--- config.mk ---
export PLATFORM = sky130hd
export DESIGN_NAME = half_packer_flat
export DESIGN_NICKNAME = d
export VERILOG_FILES = /design/src/rtl/half_packer_if.sv /design/src/rtl/half_packer.sv /design/src/flat_wrapper.sv
export SDC_FILE = /design/constraint.sdc
export NUM_CORES = 1
export LEC_CHECK = 0
export BUFFER_PORTS_ARGS = -buffer_cell sky130_fd_sc_hd__buf_4
export CAP_MARGIN = 5
export CORE_MARGIN = 1.5
export CORE_UTILIZATION = 55
export CTS_CLUSTER_DIAMETER = 100
export DETAILED_ROUTE_END_ITERATION = 8
export PLACE_DENSITY = 0.79
export SYNTH_ARGS = -nofsm -noshare
export SYNTH_HDL_FRONTEND = slang
export SYNTH_SLANG_ARGS = --single-unit
--- constraint.sdc ---
create_clock -name clk -period 2.3 [get_ports clk]
set_input_delay 0.46 -clock clk [delete_from_list [all_inputs] [get_ports clk]]
set_output_delay 0.46 -clock clk [all_outputs]
set_load 0.05 [all_outputs]
--- src/rtl/half_packer_if.sv ---
// Handshake bundle for half_packer: operand in, packed IEEE-754 half out.
interface half_packer_if;
  logic        in_valid;
  logic        in_ready;
  logic        s_in;
  logic [4:0]  e_in;
  logic [14:0] m_in;
  logic        out_valid;
  logic        out_ready;
  logic [15:0] out;
  logic        ovf;
  logic        unf;

  modport master (
    output in_valid, s_in, e_in, m_in, out_ready,
    input  in_ready, out_valid, out, ovf, unf
  );

  modport slave (
    input  in_valid, s_in, e_in, m_in, out_ready,
    output in_ready, out_valid, out, ovf, unf
  );
endinterface

--- src/rtl/half_packer.sv ---
// Normalizes, rounds and packs an unnormalized sign/exponent/mantissa into IEEE-754 half.
// Define HALF_PACKER_ROUND_NEAREST_EN for round-to-nearest-even; otherwise results are truncated.
module half_packer (
  input  logic         clk,
  input  logic         rst_n,
  half_packer_if.slave bus
);

`ifdef HALF_PACKER_ROUND_NEAREST_EN
  localparam bit RNE = 1'b1;
`else
  localparam bit RNE = 1'b0;
`endif

  typedef enum logic [1:0] {IDLE, NORM, ROUND, DONE} state_t;
  typedef enum logic [1:0] {CLS_NUM, CLS_ZERO, CLS_INF, CLS_UNF} cls_t;

  state_t      state, state_nxt;
  cls_t        cls, cls_nxt;
  logic        sgn, sgn_nxt;
  logic [5:0]  exp_r, exp_nxt, exp_rnd;
  logic [14:0] man, man_nxt;
  logic [15:0] res, res_nxt;
  logic        ovf_r, ovf_nxt;
  logic        unf_r, unf_nxt;
  logic        vld, vld_nxt;
  logic [11:0] rnd;
  logic [9:0]  frac;

  // Returns mantissa bits 14:3 after rounding; bit 11 of the result is the rounding carry.
  function automatic logic [11:0] round_mant(input logic [13:0] m);
    logic inc;
    inc = RNE & m[2] & (m[1] | m[0] | m[3]);
    return {1'b0, m[13:3]} + {11'd0, inc};
  endfunction

  always_comb begin
    state_nxt = state;
    cls_nxt   = cls;
    sgn_nxt   = sgn;
    exp_nxt   = exp_r;
    man_nxt   = man;
    res_nxt   = res;
    ovf_nxt   = ovf_r;
    unf_nxt   = unf_r;
    vld_nxt   = vld;
    rnd       = round_mant(man[13:0]);
    exp_rnd   = exp_r + {5'd0, rnd[11]};
    frac      = rnd[11] ? rnd[10:1] : rnd[9:0];

    unique case (state)
      IDLE: begin
        if (bus.in_valid) begin
          state_nxt = NORM;
          sgn_nxt   = bus.s_in;
          exp_nxt   = {1'b0, bus.e_in};
          man_nxt   = bus.m_in;
          if (bus.m_in == 15'd0 || bus.e_in == 5'd0)
            cls_nxt = CLS_ZERO;
          else if (bus.e_in == 5'd31)
            cls_nxt = CLS_INF;
          else
            cls_nxt = CLS_NUM;
        end
      end

      NORM: begin
        if (cls != CLS_NUM) begin
          state_nxt = ROUND;
        end else if (man[14]) begin
          // Carry out: shift right, folding the dropped bit into sticky.
          man_nxt = {1'b0, man[14:2], man[1] | man[0]};
          exp_nxt = exp_r + 6'd1;
        end else if (man[13]) begin
          state_nxt = ROUND;
        end else if (exp_r > 6'd1) begin
          man_nxt = {man[13:0], 1'b0};
          exp_nxt = exp_r - 6'd1;
        end else begin
          cls_nxt   = CLS_UNF;
          state_nxt = ROUND;
        end
      end

      ROUND: begin
        state_nxt = DONE;
        vld_nxt   = 1'b1;
        ovf_nxt   = 1'b0;
        unf_nxt   = 1'b0;
        case (cls)
          CLS_ZERO: res_nxt = {sgn, 15'd0};
          CLS_INF: begin
            res_nxt = {sgn, 5'h1F, 10'd0};
            ovf_nxt = 1'b1;
          end
          CLS_UNF: begin
            res_nxt = {sgn, 15'd0};
            unf_nxt = 1'b1;
          end
          default: begin
            man_nxt = rnd[11] ? {1'b0, rnd, 2'b00} : {rnd, 3'b000};
            exp_nxt = exp_rnd;
            if (exp_rnd >= 6'd31) begin
              res_nxt = {sgn, 5'h1F, 10'd0};
              ovf_nxt = 1'b1;
            end else begin
              res_nxt = {sgn, exp_rnd[4:0], frac};
            end
          end
        endcase
      end

      DONE: begin
        if (bus.out_ready) begin
          state_nxt = IDLE;
          vld_nxt   = 1'b0;
        end
      end
    endcase
  end

  always_ff @(posedge clk or negedge rst_n) begin
    if (!rst_n) begin
      state <= IDLE;
      cls   <= CLS_NUM;
      sgn   <= 1'b0;
      exp_r <= 6'd0;
      man   <= 15'd0;
      res   <= 16'h0000;
      ovf_r <= 1'b0;
      unf_r <= 1'b0;
      vld   <= 1'b0;
    end else begin
      state <= state_nxt;
      cls   <= cls_nxt;
      sgn   <= sgn_nxt;
      exp_r <= exp_nxt;
      man   <= man_nxt;
      res   <= res_nxt;
      ovf_r <= ovf_nxt;
      unf_r <= unf_nxt;
      vld   <= vld_nxt;
    end
  end

  assign bus.in_ready  = (state == IDLE) && rst_n;
  assign bus.out_valid = vld;
  assign bus.out       = res;
  assign bus.ovf       = ovf_r;
  assign bus.unf       = unf_r;

endmodule
--- src/flat_wrapper.sv ---
// flat-port wrapper written by rule: the top's interface ports become plain ports
module half_packer_flat 
  (clk, rst_n, bus_in_valid, bus_s_in, bus_e_in, bus_m_in, bus_out_ready, bus_in_ready, bus_out_valid, bus_out, bus_ovf, bus_unf);
  half_packer_if bus_i ();
  input  logic clk;
  input  logic rst_n;
  input wire logic [$bits(bus_i.in_valid)-1:0] bus_in_valid;
  input wire logic [$bits(bus_i.s_in)-1:0] bus_s_in;
  input wire logic [$bits(bus_i.e_in)-1:0] bus_e_in;
  input wire logic [$bits(bus_i.m_in)-1:0] bus_m_in;
  input wire logic [$bits(bus_i.out_ready)-1:0] bus_out_ready;
  output wire logic [$bits(bus_i.in_ready)-1:0] bus_in_ready;
  output wire logic [$bits(bus_i.out_valid)-1:0] bus_out_valid;
  output wire logic [$bits(bus_i.out)-1:0] bus_out;
  output wire logic [$bits(bus_i.ovf)-1:0] bus_ovf;
  output wire logic [$bits(bus_i.unf)-1:0] bus_unf;
  assign bus_i.in_valid = bus_in_valid;
  assign bus_i.s_in = bus_s_in;
  assign bus_i.e_in = bus_e_in;
  assign bus_i.m_in = bus_m_in;
  assign bus_i.out_ready = bus_out_ready;
  assign bus_in_ready = bus_i.in_ready;
  assign bus_out_valid = bus_i.out_valid;
  assign bus_out = bus_i.out;
  assign bus_ovf = bus_i.ovf;
  assign bus_unf = bus_i.unf;
  half_packer u_core (.clk(clk), .rst_n(rst_n), .bus(bus_i));
endmodule
Word level (Yosys, flattened, before mapping)
Index checks and enable logic that the tools add are counted.

storage, ports and cells
  flip-flop bits (word level) = 45
  output and inout bits = 20
  input port bits = 25

operators by class
  equal/unequal tests = 19
  bitwise gates (word level) = 2
  reduce and logical (&&, ||, !) cells = 20
  muxes and demuxes = 35
  add/subtract/negate cells = 2
  magnitude comparators = 2

operators with widths
  kind                   count
  $mux W15               6
  $pmux W15 S3           1
  $mux W6                5
  $pmux W15 S2           1
  $mux W2                13
  $reduce_and A6 Y1      3
  $ne A2 B2 Y1 const B   8
  $logic_not A15 Y1      1
  $mux W14               1
  $pmux W6 S2            1
  $reduce_and A4 Y1      3
  $eq A2 B2 Y1 const B   4
  $pmux W2 S4            1
  $reduce_and A7 Y1      1
  $add A6 B1 Y6 const B  1
  $ge A6 B5 Y1 const B   1
  $gt A6 B1 Y1 const B   1
  $reduce_bool A2 Y1     3
  $sub A6 B1 Y6 const B  1
  $eq A5 B5 Y1 const B   1
  $logic_not A5 Y1       1
  $eq A2 B1 Y1 const B   2
  $ne A4 B2 Y1 const B   1
  $pmux W1 S2            2
  other kinds (14)       17

Logic depth before layout (Yosys ltp)
  depth after elaboration = 6
  depth in mapped cells = 9
  depth with buffers taken out = 7

Worst setup path before layout
No wires, ideal clock.

  path type = register to register
  start point = register u_core.exp_r[0]
  end point = register u_core.exp_r[3]
  required time = 2214 ps
  arrival time = 1854 ps
  path slack = 360 ps
  stages on the path, launching flop included = 9
  period minus slack after synthesis = 1940 ps
  buffers on the path = 1
  library setup time = 86 ps
  cell sequence = dfrtp_1 -> inv_1 -> ha_1 -> or2_2 -> a41oi_1 -> nor2b_1 -> buf_4 -> o32ai_1 -> nor3_1

on the way
  word-level cells in the longest chain between the ends = 6
  elaborated cells between the ends (all ways) = 10

RTL lines
  item                    line                RTL
  start, declared         half_packer.sv:21   logic [5:0] exp_r, exp_nxt, exp_rnd;
  start signal, assigned  half_packer.sv:137  exp_r <= exp_nxt;
  $sub A6 B1 Y6           half_packer.sv:78   exp_nxt = exp_r - 6'd1;
  $mux W6                 half_packer.sv:76   end else if (exp_r > 6'd1) begin
  $mux W6                 half_packer.sv:74   end else if (man[13]) begin
  $mux W6                 half_packer.sv:70   end else if (man[14]) begin
  $mux W6                 half_packer.sv:68   if (cls != CLS_NUM) begin
  $pmux W6 S2             half_packer.sv:51   unique case (state)

Parallel ways exist; a longest one is shown, timed or not. The select of a mux whose other input is x is not followed.
A chain may end at the register's enable or synchronous reset.

Final worst setup path
  start point = register u_core.exp_r[0]
  end point = register u_core.exp_r[5]

The elaborated chain is that of the path after synthesis.

==> run_results.csv <==
group,metric,value,unit
route,detailedRoute.firstPassIterationCount,5,
floorplanning,dieArea,4690,µm²
grt,first_global_vias,1836,
route,drtIter0Drc,184,
clocking,cts_setup_buffers,0,
finish,insertedDiodeCount,0,
route,detailroute.via_count,2010,
clocking,numClockSinks,45,
timing,headroom_to_the_max_slew_limit,0.572,
yosys,yosys_cell_types,47,
yosys,synth_async_sr_flop_share,1.00,
clocking,cts_hold_buf,0,
timing,drv_slew,0,
clocking,worst_skew_pair.late_latency,0.30,ns
clocking,clk_path_buf_depth,2,
finish,syn2layout_area_growth,21.5,%
power_and_ir_drop,p_total,4.34,mW
clocking,htree_num_levels,2,
timing,final.setup.tns,0,ns
route,route.detailed.drc,0,
route,routed_wl,5370,µm
finish,fraction_of_layout_cells_with_a_size_suffix_above_1,0.251,
yosys,synth_edf_count,0,
floorplanning,ioPinCount,45,
yosys,synth-seq-cells,45,
yosys,leading_register_cell_type_out_of_synthesis,"sky130_fd_sc_hd__dfrtp_1",
timing,unrepaired_setup_endpoints_after_global_routing,"false",
yosys,yosysWarnings,0,
timing,finClkSkew,0.00885,ns
timing,tightest_slew,0.637,ns
finish,fillCellCount,322,
floorplanning,die_x,68.5,µm
timing,final_setup_violation_count,0,
worst_setup_path,timing.critical_path.required,2.49,ns
timing,maxClockFrequency,473,MHz
worst_setup_path,path_class,"flip-flop to flip-flop",
floorplanning,die_height,68.5,µm
power_and_ir_drop,power_per_cell_area,1520,nW/µm²
worst_setup_path,crit_fanout,12,
yosys,post_synthesis_area_per_instance,9.94,µm²
finish,finish.net_count,315,
grt,antenna_found_initial,0,
floorplanning,fp-row-count,23,
route,post_drt_wl_per_cell,16.1,µm
power_and_ir_drop,p_leak,1.32,nW
grt,gr-total-overflow,0,
timing,hold_violations,0,
yosys,postSynthNetCount,269,
clocking,tritoncts,"yes",
floorplanning,core,4060,µm²
route,ant_nets,0,
grt,first_pass_grt_wire_length,8610,µm
worst_setup_path,cp_data_arrival_time,2.30,ns
min_path,holdCritPathClass,"input port to asynchronous set/reset pin",
yosys,mappedNetlistArea,2360,µm²
yosys,top_cell_type_by_total_area_after_synthesis,"sky130_fd_sc_hd__dfrtp_1",
worst_setup_path,reg2reg_depth,8,
power_and_ir_drop,peakVddDrop,0.00106,V
place,detailedPlacementHpwl,3950,µm
route,viasPerCell,6.04,
place,port_buffers,44,
yosys,syn_inst,237,
grt,largest_net_degree_at_the_start_of_global_routing,46,
worst_setup_path,cp-end-kind,"flip-flop",
timing,layout_worst_path_cycle_share,0.920,
clocking,cts_made_buffers,5,
yosys,synth_largest_type_area_fraction,0.478,
place,gp_congestion,0.874,
flow_run,drv_cap,0,
outcome,outcome,"finished, final reports clean",
grt,grtUsageTotal,0.248,
yosys,synth.area.top_cells,"sky130_fd_sc_hd__dfrtp_1 48%, sky130_fd_sc_hd__a222oi_1 5.1%, sky130_fd_sc_hd__a22o_1 4.1%",
worst_setup_path,setup.worst_path.start_class,"flip-flop",
timing,final_period_minus_worst_setup_slack,2.12,ns
floorplanning,starting_density,0.581,
clocking,root_buffer,"sky130_fd_sc_hd__clkbuf_8",
clocking,clkTransAtPathRegs,0.08,ns
yosys,synth_seq_area_share,0.478,
==> cell usage after synthesis (2+ instances only) <==
cell,n
sky130_fd_sc_hd__dfrtp_1,45
sky130_fd_sc_hd__nand2_1,20
sky130_fd_sc_hd__o21ai_0,18
sky130_fd_sc_hd__nor2_1,14
sky130_fd_sc_hd__a222oi_1,12
sky130_fd_sc_hd__inv_1,12
sky130_fd_sc_hd__a22o_1,11
sky130_fd_sc_hd__a21oi_1,10
sky130_fd_sc_hd__clkbuf_1,9
sky130_fd_sc_hd__nor3_1,8
sky130_fd_sc_hd__ha_1,7
sky130_fd_sc_hd__a21o_1,5
sky130_fd_sc_hd__mux2i_1,5
sky130_fd_sc_hd__nand3_1,5
sky130_fd_sc_hd__nor3b_1,4
sky130_fd_sc_hd__nor4_1,4
sky130_fd_sc_hd__o22ai_1,4
sky130_fd_sc_hd__buf_2,3
sky130_fd_sc_hd__nand4_1,3
sky130_fd_sc_hd__o21ai_1,3
sky130_fd_sc_hd__a41oi_1,2
sky130_fd_sc_hd__and3b_1,2
sky130_fd_sc_hd__buf_6,2
sky130_fd_sc_hd__mux2_2,2
sky130_fd_sc_hd__nand2b_1,2
sky130_fd_sc_hd__nor2b_1,2
sky130_fd_sc_hd__o211ai_1,2
sky130_fd_sc_hd__o32ai_1,2
==> registers in the layout, indices dropped and copies added, names as in the netlist <==
register / count
u_core.bus.out: 16
u_core.bus.out_valid: 1
u_core.bus.ovf: 1
u_core.bus.unf: 1
u_core.cls: 2
u_core.exp_r: 6
u_core.man: 15
u_core.sgn: 1
u_core.state: 2
==> metrics by stage <==
step / hold WS (ns) / std cells / area, µm² / setup slack, ns / util
global route: 0.322 / 333 / 2860 / 0.0254 / 0.705
global placement: 0.464 / 326 / 2760 / 0.0775 / 0.680
CTS: 0.301 / 333 / 2860 / 0.137 / 0.704
floorplan: 0.164 / 237 / 2360 / 0.360 / -
finish: 0.280 / 333 / 2860 / 0.185 / 0.705
detailed placement: 0.473 / 326 / 2760 / -0.0699 / 0.680
==> kinds of logic after synthesis <==
group / after synthesis / share of synthesized area
AND/OR/NAND/NOR: 75 / 0.172
multiplexers: 7 / 0.0308
adder cells (fa/ha/maj): 7 / 0.0372
XOR/XNOR: 1 / 0.00372
flip-flops: 45 / 0.478
AO/OA/AOI/OAI: 75 / 0.226
buffers and inverters: 27 / 0.0526
==> per-layer routing <==
| metal | vias to the layer above | global-route usage | wire length (µm) |
|---|---|---|---|
| li1 | 983 | - | - |
| met1 | 940 | 0.349 | 2440 |
| met2 | 75 | 0.379 | 2490 |
| met3 | 12 | 0.0444 | 327 |
| met4 | 0 | 0.0975 | 106 |
| met5 | - | 0 | 0 |
==> what timing repair did <==
item	CTS	global route
setup endpoints to repair	7	1
pin swaps	0	0
resized for setup	1	2
==> critical path, cell delays in order, from the launching register on <==
cell and delay, ns:
sky130_fd_sc_hd__dfrtp_1 0.45, sky130_fd_sc_hd__inv_1 0.11, sky130_fd_sc_hd__ha_1 0.24, sky130_fd_sc_hd__or2_2 0.30, sky130_fd_sc_hd__a41oi_1 0.26, sky130_fd_sc_hd__nor2b_2 0.23
sky130_fd_sc_hd__buf_12 0.14, sky130_fd_sc_hd__a21oi_1 0.06, sky130_fd_sc_hd__a31o_2 0.22
==> worst paths after layout <==
path	to	slack [ns]	start
worst max-delay path	u_core.exp_r[5]	0.18	u_core.exp_r[0]
worst min-delay path	u_core.bus.out[10]	0.28	rst_n
worst max register to register	u_core.exp_r[5]	0.18	u_core.exp_r[0]
worst min register to register	u_core.bus.out[11]	0.49	u_core.bus.out[11]
max in group asynchronous	u_core.bus.out[0]	1.64	rst_n
min in group clk	u_core.bus.out_valid	0.35	bus_out_ready
==> area by class of cell <==
class	instances	area (µm²)	share of cell area
Timing Repair Buffer	54	418	0.146
Sequential cell	45	1130	0.394
Inverter	12	45.0	0.0157
Clock inverter	1	7.51	0.00262
Multi-Input combinational cell	165	1120	0.391
Clock buffer	6	82.6	0.0289
Tap cell	50	62.6	0.0219
==> power breakdown <==
part	switching (mW)	leakage (nW)	internal, mW
Combinational	1.45	0.708	0.952
Clock	0.259	0.0433	0.238
Sequential	0.326	0.572	1.11
Total	2.04	1.32	2.30
==> cell usage in the layout (no fill, tap or decap), types with 2 or more instances in the layout <==
cell type,synthesis,final
sky130_fd_sc_hd__buf_4,1,53
sky130_fd_sc_hd__dfrtp_1,45,45
sky130_fd_sc_hd__nand2_1,20,20
sky130_fd_sc_hd__o21ai_0,18,18
sky130_fd_sc_hd__nor2_1,14,14
sky130_fd_sc_hd__inv_1,12,12
sky130_fd_sc_hd__a222oi_1,12,12
sky130_fd_sc_hd__a22o_1,11,11
sky130_fd_sc_hd__a21oi_1,10,10
sky130_fd_sc_hd__nor3_1,8,8
sky130_fd_sc_hd__ha_1,7,6
sky130_fd_sc_hd__clkbuf_8,0,6
sky130_fd_sc_hd__nand3_1,5,5
sky130_fd_sc_hd__mux2i_1,5,5
sky130_fd_sc_hd__a21o_1,5,5
sky130_fd_sc_hd__nor3b_1,4,4
sky130_fd_sc_hd__nor4_1,4,4
sky130_fd_sc_hd__o22ai_1,4,4
sky130_fd_sc_hd__o21ai_1,3,3
sky130_fd_sc_hd__nand4_1,3,3
sky130_fd_sc_hd__nand2b_1,2,2
sky130_fd_sc_hd__and3b_1,2,2
sky130_fd_sc_hd__a41oi_1,2,2
sky130_fd_sc_hd__mux2_2,2,2
sky130_fd_sc_hd__o211ai_1,2,2
sky130_fd_sc_hd__o32ai_1,2,2
No activity file was read; power rests on OpenSTA's default activity.
